## config.mk

```make
export PLATFORM = sky130hd
export DESIGN_NAME = uart_tx_arbiter
export DESIGN_NICKNAME = d
export VERILOG_FILES = /design/src/rtl/uart_tx_arbiter.sv
export SDC_FILE = /design/constraint.sdc
export NUM_CORES = 1
export LEC_CHECK = 0
export ABC_AREA = 1
export CAP_MARGIN = 20
export CORE_ASPECT_RATIO = 1.1
export CORE_MARGIN = 3
export CORE_UTILIZATION = 40
export CTS_CLUSTER_SIZE = 40
export DETAILED_ROUTE_END_ITERATION = 10
export PLACE_DENSITY = 0.75
export SYNTH_ARGS = -nofsm -noshare
export SYNTH_HDL_FRONTEND = slang
export SYNTH_SLANG_ARGS = --single-unit
```

## constraint.sdc

```tcl
create_clock -name clk -period 5.3 [get_ports clk]
set_clock_uncertainty 0.05 [all_clocks]
set_input_delay 0.795 -clock clk [delete_from_list [all_inputs] [get_ports clk]]
set_output_delay 0.795 -clock clk [all_outputs]
set_load 0.005 [all_outputs]
```

## src/rtl/uart_tx_arbiter.sv

```systemverilog
// uart_tx_arbiter: round-robin scheduler sharing one UART_TX byte transmitter among NUM_REQ sources.
// Optional feature: define UART_TX_ID_HEADER_EN to prefix every grant with header byte {4'hA, grant_id}.
module uart_tx_arbiter #(
    parameter int NUM_REQ   = 4,
    parameter int ID_W      = 2,
    parameter int BURST_MAX = 16
) (
    input  logic                 clk,
    input  logic                 rst_n,
    input  logic [NUM_REQ-1:0]   req_valid,
    input  logic [8*NUM_REQ-1:0] req_data,
    input  logic [NUM_REQ-1:0]   req_last,
    output logic [NUM_REQ-1:0]   req_ready,
    output logic [ID_W-1:0]      grant_id,
    output logic                 busy,
    output logic                 uart_send,
    output logic [7:0]           uart_data,
    input  logic                 uart_tx_done
);

`ifdef UART_TX_ID_HEADER_EN
    typedef enum logic [2:0] {IDLE, ISSUE, WAIT_DONE, NEXT, HDR} state_t;
`else
    typedef enum logic [1:0] {IDLE, ISSUE, WAIT_DONE, NEXT} state_t;
`endif

    state_t               state_q, state_d;
    logic [NUM_REQ-1:0]   req_ready_q, req_ready_d;
    logic [ID_W-1:0]      grant_id_q, grant_id_d;
    logic [ID_W-1:0]      ptr_q, ptr_d;
    logic                 busy_q, busy_d;
    logic                 send_q, send_d;
    logic                 last_q, last_d;
    logic [7:0]           data_q, data_d;
    logic [7:0]           burst_cnt_q, burst_cnt_d;

    logic [7:0]           lane [NUM_REQ];
    logic                 pick_found;
    logic [ID_W-1:0]      pick_idx;
    logic                 issue_go;
    logic [ID_W-1:0]      issue_idx;
    logic [7:0]           issue_base;

    generate
        for (genvar gi = 0; gi < NUM_REQ; gi++) begin : g_lane
            assign lane[gi] = req_data[8*gi +: 8];
        end
    endgenerate

`ifdef UART_TX_ID_HEADER_EN
    function automatic logic [7:0] hdr_byte(input logic [ID_W-1:0] id);
        logic [7:0] b;
        b = 8'hA0;
        b[ID_W-1:0] = id;
        return b;
    endfunction
`endif

    // First valid requester at or after the pointer, wrapping modulo NUM_REQ.
    always_comb begin
        int              cand;
        logic [ID_W-1:0] cand_idx;
        pick_found = 1'b0;
        pick_idx   = '0;
        cand       = 0;
        cand_idx   = '0;
        for (int i = 0; i < NUM_REQ; i++) begin
            cand = int'(ptr_q) + i;
            if (cand >= NUM_REQ) begin
                cand = cand - NUM_REQ;
            end
            cand_idx = ID_W'(cand);
            if (!pick_found && req_valid[cand_idx]) begin
                pick_found = 1'b1;
                pick_idx   = cand_idx;
            end
        end
    end

    // ISSUE's pulses and byte are registered on entry so send, data and ready appear together in ISSUE.
    always_comb begin
        state_d     = state_q;
        req_ready_d = '0;
        grant_id_d  = grant_id_q;
        ptr_d       = ptr_q;
        busy_d      = busy_q;
        send_d      = 1'b0;
        last_d      = last_q;
        data_d      = data_q;
        burst_cnt_d = burst_cnt_q;
        issue_go    = 1'b0;
        issue_idx   = grant_id_q;
        issue_base  = burst_cnt_q;

        case (state_q)
            IDLE: begin
                if (pick_found) begin
                    grant_id_d  = pick_idx;
                    busy_d      = 1'b1;
                    burst_cnt_d = 8'd0;
`ifdef UART_TX_ID_HEADER_EN
                    state_d = HDR;
                    send_d  = 1'b1;
                    data_d  = hdr_byte(pick_idx);
                    last_d  = 1'b0;
`else
                    state_d    = ISSUE;
                    issue_go   = 1'b1;
                    issue_idx  = pick_idx;
                    issue_base = 8'd0;
`endif
                end
            end
            ISSUE: begin
                state_d = WAIT_DONE;
            end
            WAIT_DONE: begin
                if (uart_tx_done) begin
                    if (last_q || (burst_cnt_q == 8'(BURST_MAX))) begin
                        state_d = IDLE;
                        busy_d  = 1'b0;
                        ptr_d   = (grant_id_q == ID_W'(NUM_REQ-1)) ? '0 : grant_id_q + ID_W'(1);
                    end else begin
                        state_d = NEXT;
                    end
                end
            end
            NEXT: begin
                if (req_valid[grant_id_q]) begin
                    state_d  = ISSUE;
                    issue_go = 1'b1;
                end
            end
`ifdef UART_TX_ID_HEADER_EN
            HDR: begin
                if (uart_tx_done) begin
                    state_d = NEXT;
                end
            end
`endif
            default: begin
                state_d = IDLE;
            end
        endcase

        if (issue_go) begin
            send_d      = 1'b1;
            data_d      = lane[issue_idx];
            last_d      = req_last[issue_idx];
            req_ready_d = NUM_REQ'(1) << issue_idx;
            burst_cnt_d = issue_base + 8'd1;
        end
    end

    always_ff @(posedge clk or negedge rst_n) begin
        if (!rst_n) begin
            state_q     <= IDLE;
            req_ready_q <= '0;
            grant_id_q  <= '0;
            ptr_q       <= '0;
            busy_q      <= 1'b0;
            send_q      <= 1'b0;
            last_q      <= 1'b0;
            data_q      <= 8'h00;
            burst_cnt_q <= 8'd0;
        end else begin
            state_q     <= state_d;
            req_ready_q <= req_ready_d;
            grant_id_q  <= grant_id_d;
            ptr_q       <= ptr_d;
            busy_q      <= busy_d;
            send_q      <= send_d;
            last_q      <= last_d;
            data_q      <= data_d;
            burst_cnt_q <= burst_cnt_d;
        end
    end

    assign req_ready = req_ready_q;
    assign grant_id  = grant_id_q;
    assign busy      = busy_q;
    assign uart_send = send_q;
    assign uart_data = data_q;

endmodule

```

* Word-level counts from Yosys, hierarchy flattened *
Cells that the tools add are included.

word-level totals
  register bits after elaboration = 29
  logic and storage cells = 99

operators by class
  add/subtract/negate cells = 9
  $lt $le $gt $ge = 11
  eq/ne operators = 9
  shift operators = 1
  muxes and demuxes = 47
  bitwise operators = 1
  reductions and logical operators = 12

operators with widths
  kind                                                                   count
  8-bit 2-to-1 mux                                                       5
  2-bit 2-to-1 mux                                                       15
  2-bit by 3-bit < comparator with 1-bit output, second input constant   6
  8-bit binary-select mux with 2-bit select                              1
  1-bit 2-to-1 mux                                                       16
  1-bit binary-select mux with 2-bit select                              6
  3-bit >= comparator, second input constant                             4
  8-bit by 1-bit adder with 8-bit output, second input constant          1
  8-bit by 5-bit equality test with 1-bit output, second input constant  1
  2-bit != test, second input constant                                   4
  2-bit case mux with 4 select lines                                     1
  2-bit by 1-bit subtractor with 2-bit output, second input constant     4
  2-bit by 2-bit adder with 3-bit output, second input constant          2
  2-bit equality test, second input constant                             3
  3-bit AND reduction                                                    2
  4-bit 2-to-1 mux                                                       1
  1-bit case mux with 2 select lines                                     2
  4-bit AND reduction                                                    1
  1-bit by 2-bit left shift with 4-bit output, first input constant      1
  2-bit by 1-bit adder with 3-bit output, second input constant          1
  2-bit by 3-bit >= comparator with 1-bit output, second input constant  1
  1-bit logical AND                                                      3
  1-bit zero test                                                        3
  2-bit inverter with 3-bit output                                       1
  other kinds (5)                                                        5

* Logic depth before layout (Yosys ltp) *
Gate-level depths: netlist of the first run.

  word-level depth = 20
  mapped depth = 18
  gate-level depth less buffers = 16

* Worst setup path before layout of the first run *
No wires, ideal clock.

  path kind = in2reg
  from = in req_valid[2]
  to = reg burst_cnt_q[4]
  library setup time = 0.122 ns
  data arrival time = 2.277 ns
  path slack = 2.851 ns
  cell stages on the path = 15
  buffers on the path = 1
  path through = inv_1 nand2_1 nand2_1 nor2_1 nor2_1 nand3_2 nand2_4 buf_6 nand2_1 inv_1 ha_1 inv_1 nor3_4 nand2_1 xor2_1

on the way
  word-level cells in the longest chain between the ends = 16
  elaborated cells on any way between the ends = 27
  classes of those cells = add/sub (1); mux (20); reduce/logical (6)

ends and longest elaborated chain
  item                                       RTL line  source
  from (decl)                                10        input logic [NUM_REQ-1:0] req_valid,
  1-bit binary-select mux with 2-bit select  73        if (!pick_found && req_valid[cand_idx]) begin
  1-bit 2-to-1 mux (not written as such)     73
  1-bit 2-to-1 mux                           73
  1-bit zero test                            73
  1-bit logical AND                          73
  1-bit 2-to-1 mux                           73
  1-bit zero test                            73
  1-bit logical AND                          73
  1-bit 2-to-1 mux                           73
  1-bit zero test                            73
  1-bit logical AND                          73
  1-bit 2-to-1 mux                           73
  8-bit 2-to-1 mux                           97        if (pick_found) begin
  8-bit 2-to-1 mux                           95        case (state_q)
  8-bit by 1-bit adder with 8-bit output     151       burst_cnt_d = issue_base + 8'd1;
  8-bit 2-to-1 mux (*)                       146       if (issue_go) begin
  net burst_cnt_d[4]                         35        logic [7:0] burst_cnt_q, burst_cnt_d;
  to (signal assigned)                       175       burst_cnt_q <= burst_cnt_d;
  to (decl)                                  35

Mark *: on every way through the listed nets, which the timed path passes. The rest lies on a longest branch. The select of a mux whose other input is x is not followed.
A chain may end at the register's enable or synchronous reset.

* Worst setup path after layout of the first run *
  from = in req_valid[1]
  to = reg burst_cnt_q[4]

Same word-level chain as after synthesis.

==> results of run 1 <==
## report_power, final
part,total [uW],internal [uW],switching [uW]
combinational,1130,408,721
clock,175,90.3,84.8
sequential,372,301,71.0
## synthesized netlist by cell type (all sizes together)
library cell | count | share of area (%)
buf | 11 | 3.9
a21oi | 4 | 0.92
nand2 | 155 | 29
o211ai | 1 | 0.35
a21o | 1 | 0.35
dfrtp | 29 | 33
nor2 | 18 | 4.0
nand4 | 3 | 0.86
nor4 | 1 | 0.29
nand3 | 49 | 12
inv | 32 | 5.6
nor3 | 6 | 1.9
o22ai | 1 | 0.29
o21ai | 12 | 2.9
xor2 | 3 | 1.2
ha | 6 | 3.5
## worst min-delay path by stage
stage                     slack [ns]                        to                startpoint
after floorplan                 0.40        last_q$_DFFE_PN0P_        last_q$_DFFE_PN0P_
after global routing            0.46  uart_data[4]$_DFFE_PN0P_  uart_data[4]$_DFFE_PN0P_
final                           0.43  uart_data[7]$_DFFE_PN0P_  uart_data[7]$_DFFE_PN0P_
after CTS                       0.44  uart_data[7]$_DFFE_PN0P_  uart_data[7]$_DFFE_PN0P_
after global placement          0.42        last_q$_DFFE_PN0P_        last_q$_DFFE_PN0P_
after detailed placement        0.41  uart_data[0]$_DFFE_PN0P_  uart_data[0]$_DFFE_PN0P_
## worst max-delay path, delay by kind of cell
family	cells	cell delay (ns)
AND/OR/NAND/NOR	9	1.13
buffers and inverters	4	0.71
adder cells (fa/ha/maj)	1	0.16
XOR/XNOR	1	0.14
## kinds of logic (layout without fill, tap and decap cells)
| family | Yosys count | after routing | synth area share, % |
|---|---|---|---|
| xor+xnor | 3 | 3 | 1.21 |
| fa+ha+maj | 6 | 6 | 3.45 |
| buf+inv | 43 | 99 | 9.49 |
| compound gates | 19 | 19 | 4.83 |
| simple gates | 232 | 232 | 47.6 |
| flops | 29 | 29 | 33.4 |
## final cells by class
type	count	area, um^2
well taps	72	90.1
repair buffers	59	588
flip-flops and latches	29	726
clock inverters	3	17.5
inverters	32	123
multi-input cells	260	1240
clock buffers	5	68.8
fillers	525	2280
## flip-flops by register name (all words and copies together), names as in the netlist
register and cells:
busy 1, ptr_q 2, uart_data 8, burst_cnt_q 8, last_q 1, state_q 2
grant_id 2, req_ready 4, uart_send 1
## through the flow
| stage | total power (uW) | cell area (um^2) | util [%] | hold WS (ns) | std cells |
|---|---|---|---|---|---|
| floorplan | 1250 | 2170 | - | 0.401 | 332 |
| detailed placement | 1510 | 2770 | 53.9 | 0.415 | 452 |
| global placement | 1490 | 2770 | 53.9 | 0.420 | 452 |
| finish | 1680 | 2860 | 55.6 | 0.431 | 460 |
| global route | 1870 | 2860 | 55.6 | 0.465 | 460 |
| CTS | 1690 | 2860 | 55.6 | 0.436 | 460 |
## metal layers
| metal | vias up | global-route usage, % | routed length [um] |
|---|---|---|---|
| li1 | 1156 | - | - |
| met1 | 968 | 20.7 | 2320 |
| met2 | 70 | 30.3 | 2560 |
| met3 | 13 | 4.66 | 356 |
| met4 | 0 | 7.08 | 114 |
| met5 | - | 0 | 0 |
==> run metrics, run 1 <==
post-route setup TNS=0 ns; DRC viols=0; pre-CTS setup slack=2.19 ns; cell leakage power=0.00152 uW; clk sinks=29; setup bufs post-CTS=0; unrepaired setup endpoints after global routing=false; Final WS setup=2.47 ns; commonest non-fill, non-tap cell in the layout=nand2_1; largest net degree at the start of global routing=30; synthesized cell area=2170 um^2; share of layout cells above drive strength 1=8.51%; CP Capture Type=flop; Detail Route Antenna Nets=0; CTS H-tree lvls=2; commonest non-fill, non-tap cells in the layout=nand2_1, clkdlybuf4s50_1, nand3_1, dfrtp_1, inv_1; syn_nets=381; Clock Latency Late Sink=0.28 ns; gp weighted congestion=0.848; status=finished, final reports clean; Row Count=27; Crit path required time=5.41 ns; Mapped Cells=332; CTS Hold Bufs=0; Final Critical Period=2.83 ns; Starting Density=42.3%; chip height=83.3 um; FF-to-FF setup slack=2.58 ns; DRT Pass-1 Iters=4; Worst Path Max Fanout=14; Root Buffer=clkbuf_8; core area=5130 um^2; DRT iter0 DRCs=137; first-pass GRT wire length=9340 um; gr ovfl total=0; fin crit share=53.5%; element type at the critical path start=primary input; Hold Vio Cnt, Final=0; Worst-Margin Slew=0.498 ns; Worst R2R Path Depth=15; Setup crit end=burst_cnt_q[4]$_DFF_PN0_; Critical Setup Path Class=in -> reg; Crit path largest cell delay=0.46 ns; Max Clock Freq=353 MHz; vias in the first global route=2199; input/output buffers=58; IO Pins=59; Final Max Tran Viols=0; CP max stage cell=clkdlybuf4s50_1; ANT cells=0; die area=6360 um^2; nets=436; CTS Buffer Depth=2; wirelength, routed=5360 um; power per cell area=587 nW/um^2; Slew headroom=66.8%; Layout area overhead=31.3%; worst path arrival time=2.95 ns; die extent in x=76.3 um; routed len/inst=11.6 um; worst min path class=reg -> reg; R2R Path End=burst_cnt_q[4]$_DFF_PN0_; Max Cap Viol=0; CTS tree=built; post-synthesis sequential area ratio=33.4%; CP cell instances=clkdlybuf4s50_1 -> inv_1 -> nand2_1 -> nand3_2 -> nand2_2 -> nor2_4 -> nand3_2 -> nand2_4 -> inv_4 -> nor2_1 -> ha_1 -> inv_1 -> nor3_4 -> nand2_1 -> xor2_1; Critical Path Source=req_valid[1]; TritonCTS buffer count=5; Detailed Place HPWL=4100 um; library cells used by synthesis=28; DR vias/cell=4.80; Synth warnings=0; initial antenna violation count=0; Worst VDD drop=0.254 mV; GRT Resource Usage Total=17.6%; FF-to-FF Start=ptr_q[0]$_DFFE_PN0P_; Hold Path Stages=2; vias post-DR=2207; FF+latch count, synth=29; Setup-failing EPs final=0; post_cts resized=0; clock transition at the registers of the reported paths=0.07 ns; synthesized area per cell=6.55 um^2
No activity file was read; power rests on OpenSTA's default activity.
==> run 2, diff against run 1 <==
PLACE_DENSITY = 0.78   (was 0.75)
clock period = 2.5 ns   (was 5.3 ns; I/O delays follow)
==> run 2 against run 1 <==
  * Die area unchanged
  * Combinational power increased by 130%
  * Sequential power grew 110%
  * First-iteration DRC count is 1.5% higher
  * Wire length is 1.9% higher
  * Critical path type is now reg -> reg
  * Highest routed layer unchanged
==> run metrics, run 2 (synthesis results as in run 1) <==
GRT Resource Usage Total=17.5%; CTS Hold Bufs=0; clk sinks=29; Final Critical Period=2.26 ns; die extent in x=76.3 um; total power=3850 uW; fin crit share=90.5%; ANT cells=0; Worst R2R Path Depth=14; CTS Buffer Depth=2; core area=5130 um^2; wirelength, routed=5460 um; setup bufs post-CTS=0; crit path buf inv count=3; DRT Pass-1 Iters=4; CP delay by family, top=simple AND/OR/NAND/NOR gates; unrepaired setup endpoints after global routing=false; chip height=83.3 um; Worst-Margin Slew=0.390 ns; commonest non-fill, non-tap cells in the layout=nand2_1, clkdlybuf4s50_1, nand3_1, dfrtp_1, inv_1; IO Pins=59; Crit path required time=2.62 ns; Detail Route Antenna Nets=0; clock transition at the registers of the reported paths=0.06 ns; DRC viols=0; status=finished, final reports clean; DR vias/cell=4.77; initial antenna violation count=0; share of layout cells above drive strength 1=11.1%; Max Clock Freq=442 MHz; post-route setup TNS=0 ns; Levels on crit path=14; Worst VDD drop=0.504 mV; DRT iter0 DRCs=139; Setup-failing EPs final=0; Critical Setup Path Class=reg -> reg; Worst Path Max Fanout=11; cell leakage power=0.00159 uW; CP Capture Type=flop; worst min path class=in -> async; WHS=0.436 ns; Root Buffer=clkbuf_8; Slew headroom=73.7%; TritonCTS buffer count=5; Final Max Tran Viols=0; cell area after layout=2970 um^2; input/output buffers=58; Crit path largest cell delay=0.41 ns; Row Count=27; Detailed Place HPWL=4210 um; worst path arrival time=2.38 ns; routed len/inst=11.6 um; vias in the first global route=2134; post_cts resized=0; Layout area overhead=36.4%; largest net degree at the start of global routing=30; Starting Density=42.3%; element type at the critical path start=flop; Max Cap Viol=0; CTS tree=built; power per cell area=1300 nW/um^2; vias post-DR=2241; die area=6360 um^2; commonest non-fill, non-tap cell in the layout=nand2_1; first-pass GRT wire length=9140 um; gp weighted congestion=0.847; CTS H-tree lvls=2; gr ovfl total=0; Clock Latency Late Sink=0.28 ns; nets=446; final core utilization=57.8%; Cell Area, Placed=2860 um^2; CP cell instances=inv_2 -> nand2_1 -> nand2_1 -> nor2_1 -> nor2_1 -> nand3_2 -> nand2_4 -> inv_4 -> nor2_1 -> ha_1 -> inv_1 -> nor3_4 -> nand2_1 -> xor2_1; CP max stage cell=dfrtp_1; Hold Vio Cnt, Final=0
[run 2: worst paths after layout]
kind                                                  to                     start  slack (ns)
min in group clk                uart_data[1]$_DFFE_PN0P_  uart_data[1]$_DFFE_PN0P_        0.44
worst max register to register  burst_cnt_q[4]$_DFF_PN0_      ptr_q[0]$_DFFE_PN0P_        0.24
worst min register to register  uart_data[1]$_DFFE_PN0P_  uart_data[1]$_DFFE_PN0P_        0.44
worst min-delay path                ptr_q[0]$_DFFE_PN0P_                     rst_n        0.44
max in group asynchronous           ptr_q[1]$_DFFE_PN0P_                     rst_n        1.67
worst max-delay path            burst_cnt_q[4]$_DFF_PN0_      ptr_q[0]$_DFFE_PN0P_        0.24
[run 2: layout make-up]
class	count	area (um^2)
tap	72	90.1
multi-input combinational	260	1250
sequential	29	727
clock buffer	7	96.3
timing repair buffer	69	676
inverter	32	123
fill	503	2170
clock inverter	1	5.00
[run 2: report_power, final]
group / internal (uW) / switching (uW)
logic: 1050 / 1600
clock network: 248 / 174
registers: 641 / 130
total: 1940 / 1910
[run 2: worst reg2reg max path, stage by stage, from the launching register on]
cell     delay (ns)
dfrtp_1        0.41
inv_2          0.15
nand2_1        0.07
nand2_1        0.15
nor2_1         0.07
nor2_1         0.16
nand3_2        0.13
nand2_4        0.11
inv_4          0.05
nor2_1         0.12
ha_1           0.16
inv_1          0.07
nor3_4         0.23
nand2_1        0.09
xor2_1         0.14
[run 2: metal layers]
metal | global-route usage, % | wire length [um] | up-vias
met2 | 30.1 | 2650 | 65
met5 | 0 | 0 | -
li1 | - | - | 1175
met1 | 20.5 | 2370 | 993
met4 | 4.28 | 55 | 0
met3 | 6.51 | 384 | 8
[run 2: through the flow]
stage                     std cells  setup slack, ns
after floorplan                 332            0.337
after global placement          462           0.0224
after detailed placement        462          -0.0339
after CTS                       470            0.216
after global routing            470          0.00928
final                           470            0.237
==> run 3, diff against run 2 <==
ABC_AREA = unset   (was 1)
PLACE_DENSITY = 0.81   (was 0.78)
==> run 3 against run 2 <==
  * Combinational power is 39% lower
  * Clock power is 19% higher
  * Count of clock-buffer cells in the layout stayed put
  * Non-clock buffer count is 2 higher
  * Critical path type is now in -> reg
  * Wire length is 19% lower
  * First-iteration DRC count is 32% lower
  * Synthesized area is 19% lower
  * Cell count is 34% lower
  * Sequential power is 2% lower
==> run metrics, run 3 <==
status=finished, final reports clean; vias in the first global route=1609; Worst Path Max Fanout=18; share of layout cells above drive strength 1=17.2%; input/output buffers=58; Root Buffer=clkbuf_8; async set-or-reset flop fraction in the synthesized netlist=100%; vias post-DR=1605; post_cts resized=0; gr ovfl total=0; CP delay by family, top=buffers and inverters; Detail Route Antenna Nets=0; most common cell in the synthesized netlist=nand2_1; Synth top cells by count=nand2_1, dfrtp_1, nor2_1; final core utilization=63.2%; commonest non-fill, non-tap cell in the layout=clkdlybuf4s50_1; CP Capture Type=flop; library cells used by synthesis=37; worst min path class=in -> async; cell leakage power=0.00111 uW; clk sinks=29; unrepaired setup endpoints after global routing=false; Worst VDD drop=0.549 mV; top_reg_cell synth=dfrtp_1; commonest non-fill, non-tap cells in the layout=clkdlybuf4s50_1, nand2_1, dfrtp_1, nor2_1, buf_4; Synth top area share=41.3%; core area=4080 um^2; CTS Buffer Depth=2; largest net degree at the start of global routing=30; Critical Setup Path Class=in -> reg; FF+latch count, synth=29; element type at the critical path start=primary input; routed len/inst=14.4 um; fin crit share=91.8%; first-pass GRT wire length=7490 um; Synth warnings=0; DR vias/cell=5.21; DRT iter0 DRCs=94; synthesized cell area=1760 um^2; area leader, netlist=dfrtp_1; Detailed Place HPWL=3420 um; power per cell area=1110 nW/um^2; worst path arrival time=2.43 ns; clock transition at the registers of the reported paths=0.06 ns; chip height=75.5 um; DRT Pass-1 Iters=4; Final Max Tran Viols=0; gp weighted congestion=0.853; Worst-Margin Slew=0.495 ns; area of the multi-input gates=961 um^2; Crit path required time=2.63 ns; die area=5220 um^2; wirelength, routed=4420 um; nets=304; Final Critical Period=2.29 ns; Max Clock Freq=436 MHz; FF-to-FF Start=state_q[0]$_DFFE_PN0P_; Starting Density=43.0%; Critical Path Source=req_valid[0]; WHS=0.426 ns; fillcell total=365; Crit path largest cell delay=0.44 ns; CTS H-tree lvls=2; CTS Hold Bufs=0; Mapped Cells=186; Final WS setup=0.206 ns; cell area after layout=2580 um^2; Max Cap Viol=0; synthesized area per cell=9.44 um^2; GRT Resource Usage Total=18.2%; syn_nets=235; Layout area overhead=47.0%; CP max stage cell=clkdlybuf4s50_1; Hold Vio Cnt, Final=0; initial antenna violation count=0; post-synthesis sequential area ratio=41.3%; pre-CTS setup slack=-0.169 ns; crit path buf inv count=3; Post-synth EDFFs=0; Area contributors post-synth=dfrtp_1, nand2_1, a311oi_2; TritonCTS buffer count=5; Row Count=24; die extent in x=69.2 um; DRC viols=0; IO Pins=59; flip-flop and latch area=726 um^2; Slew headroom=67.0%; Clock Latency Late Sink=0.28 ns; setup bufs post-CTS=0; CTS tree=built; CP cell instances=clkdlybuf4s50_1 -> buf_4 -> o41ai_4 -> and2_1 -> a31oi_4 -> clkinv_2 -> nand2_1 -> and4_1 -> a311oi_2; Setup-failing EPs final=0; ANT cells=0; Cell Area, Placed=2460 um^2; post-route setup TNS=0 ns
[run 3: final timing paths]
kind / to / cells after the start / slack [ns]
min in group clk: state_q[1]$_DFFE_PN0P_ / 2 / 0.50
max: uart_data[6]$_DFFE_PN0P_ / 9 / 0.21
max reg2reg: uart_data[6]$_DFFE_PN0P_ / 9 / 0.21
max in group asynchronous: req_ready[2]$_DFF_PN0_ / 2 / 1.70
min: uart_data[5]$_DFFE_PN0P_ / 2 / 0.43
min reg2reg: state_q[1]$_DFFE_PN0P_ / 2 / 0.50
[run 3: routing by layer]
| metal | share of wire (%) | global-route usage (%) | vias to the layer above |
|---|---|---|---|
| met2 | 53 | 32.2 | 40 |
| met5 | 0 | 0 | - |
| li1 | - | - | 781 |
| met1 | 40 | 21.3 | 774 |
| met4 | 2.3 | 8.46 | 0 |
| met3 | 4.5 | 4.49 | 10 |
[run 3: through the flow]
step	power (uW)	std cells
global placement	2310	300
global route	3100	308
finish	2870	308
CTS	2880	308
detailed placement	2370	300
floorplan	1780	186
[run 3: report_power, final]
group          switching [uW]  internal [uW]  total [uW]  leakage [uW]
clock                     180            324         505     0.0000585
sequential                118            640         758      0.000362
combinational             786            821        1610      0.000687
[run 3: area by class of cell]
| class | count | share of cell area [%] |
|---|---|---|
| multi-input cells | 142 | 37.2 |
| clock buffers | 7 | 3.34 |
| well taps | 52 | 2.52 |
| flip-flops and latches | 29 | 28.1 |
| repair buffers | 71 | 26.7 |
| inverters | 6 | 0.921 |
| clock inverters | 1 | 1.16 |
[run 3: cells by family (layout without fill, tap and decap cells)]
| family | count (synthesis) | after routing | synth area share (%) |
|---|---|---|---|
| xor+xnor | 7 | 7 | 3.49 |
| flops | 29 | 29 | 41.3 |
| compound gates | 29 | 29 | 16.2 |
| simple gates | 97 | 97 | 27.6 |
| buf+inv | 15 | 85 | 4.56 |
| mux | 3 | 3 | 2.56 |
| fa+ha+maj | 6 | 6 | 4.27 |
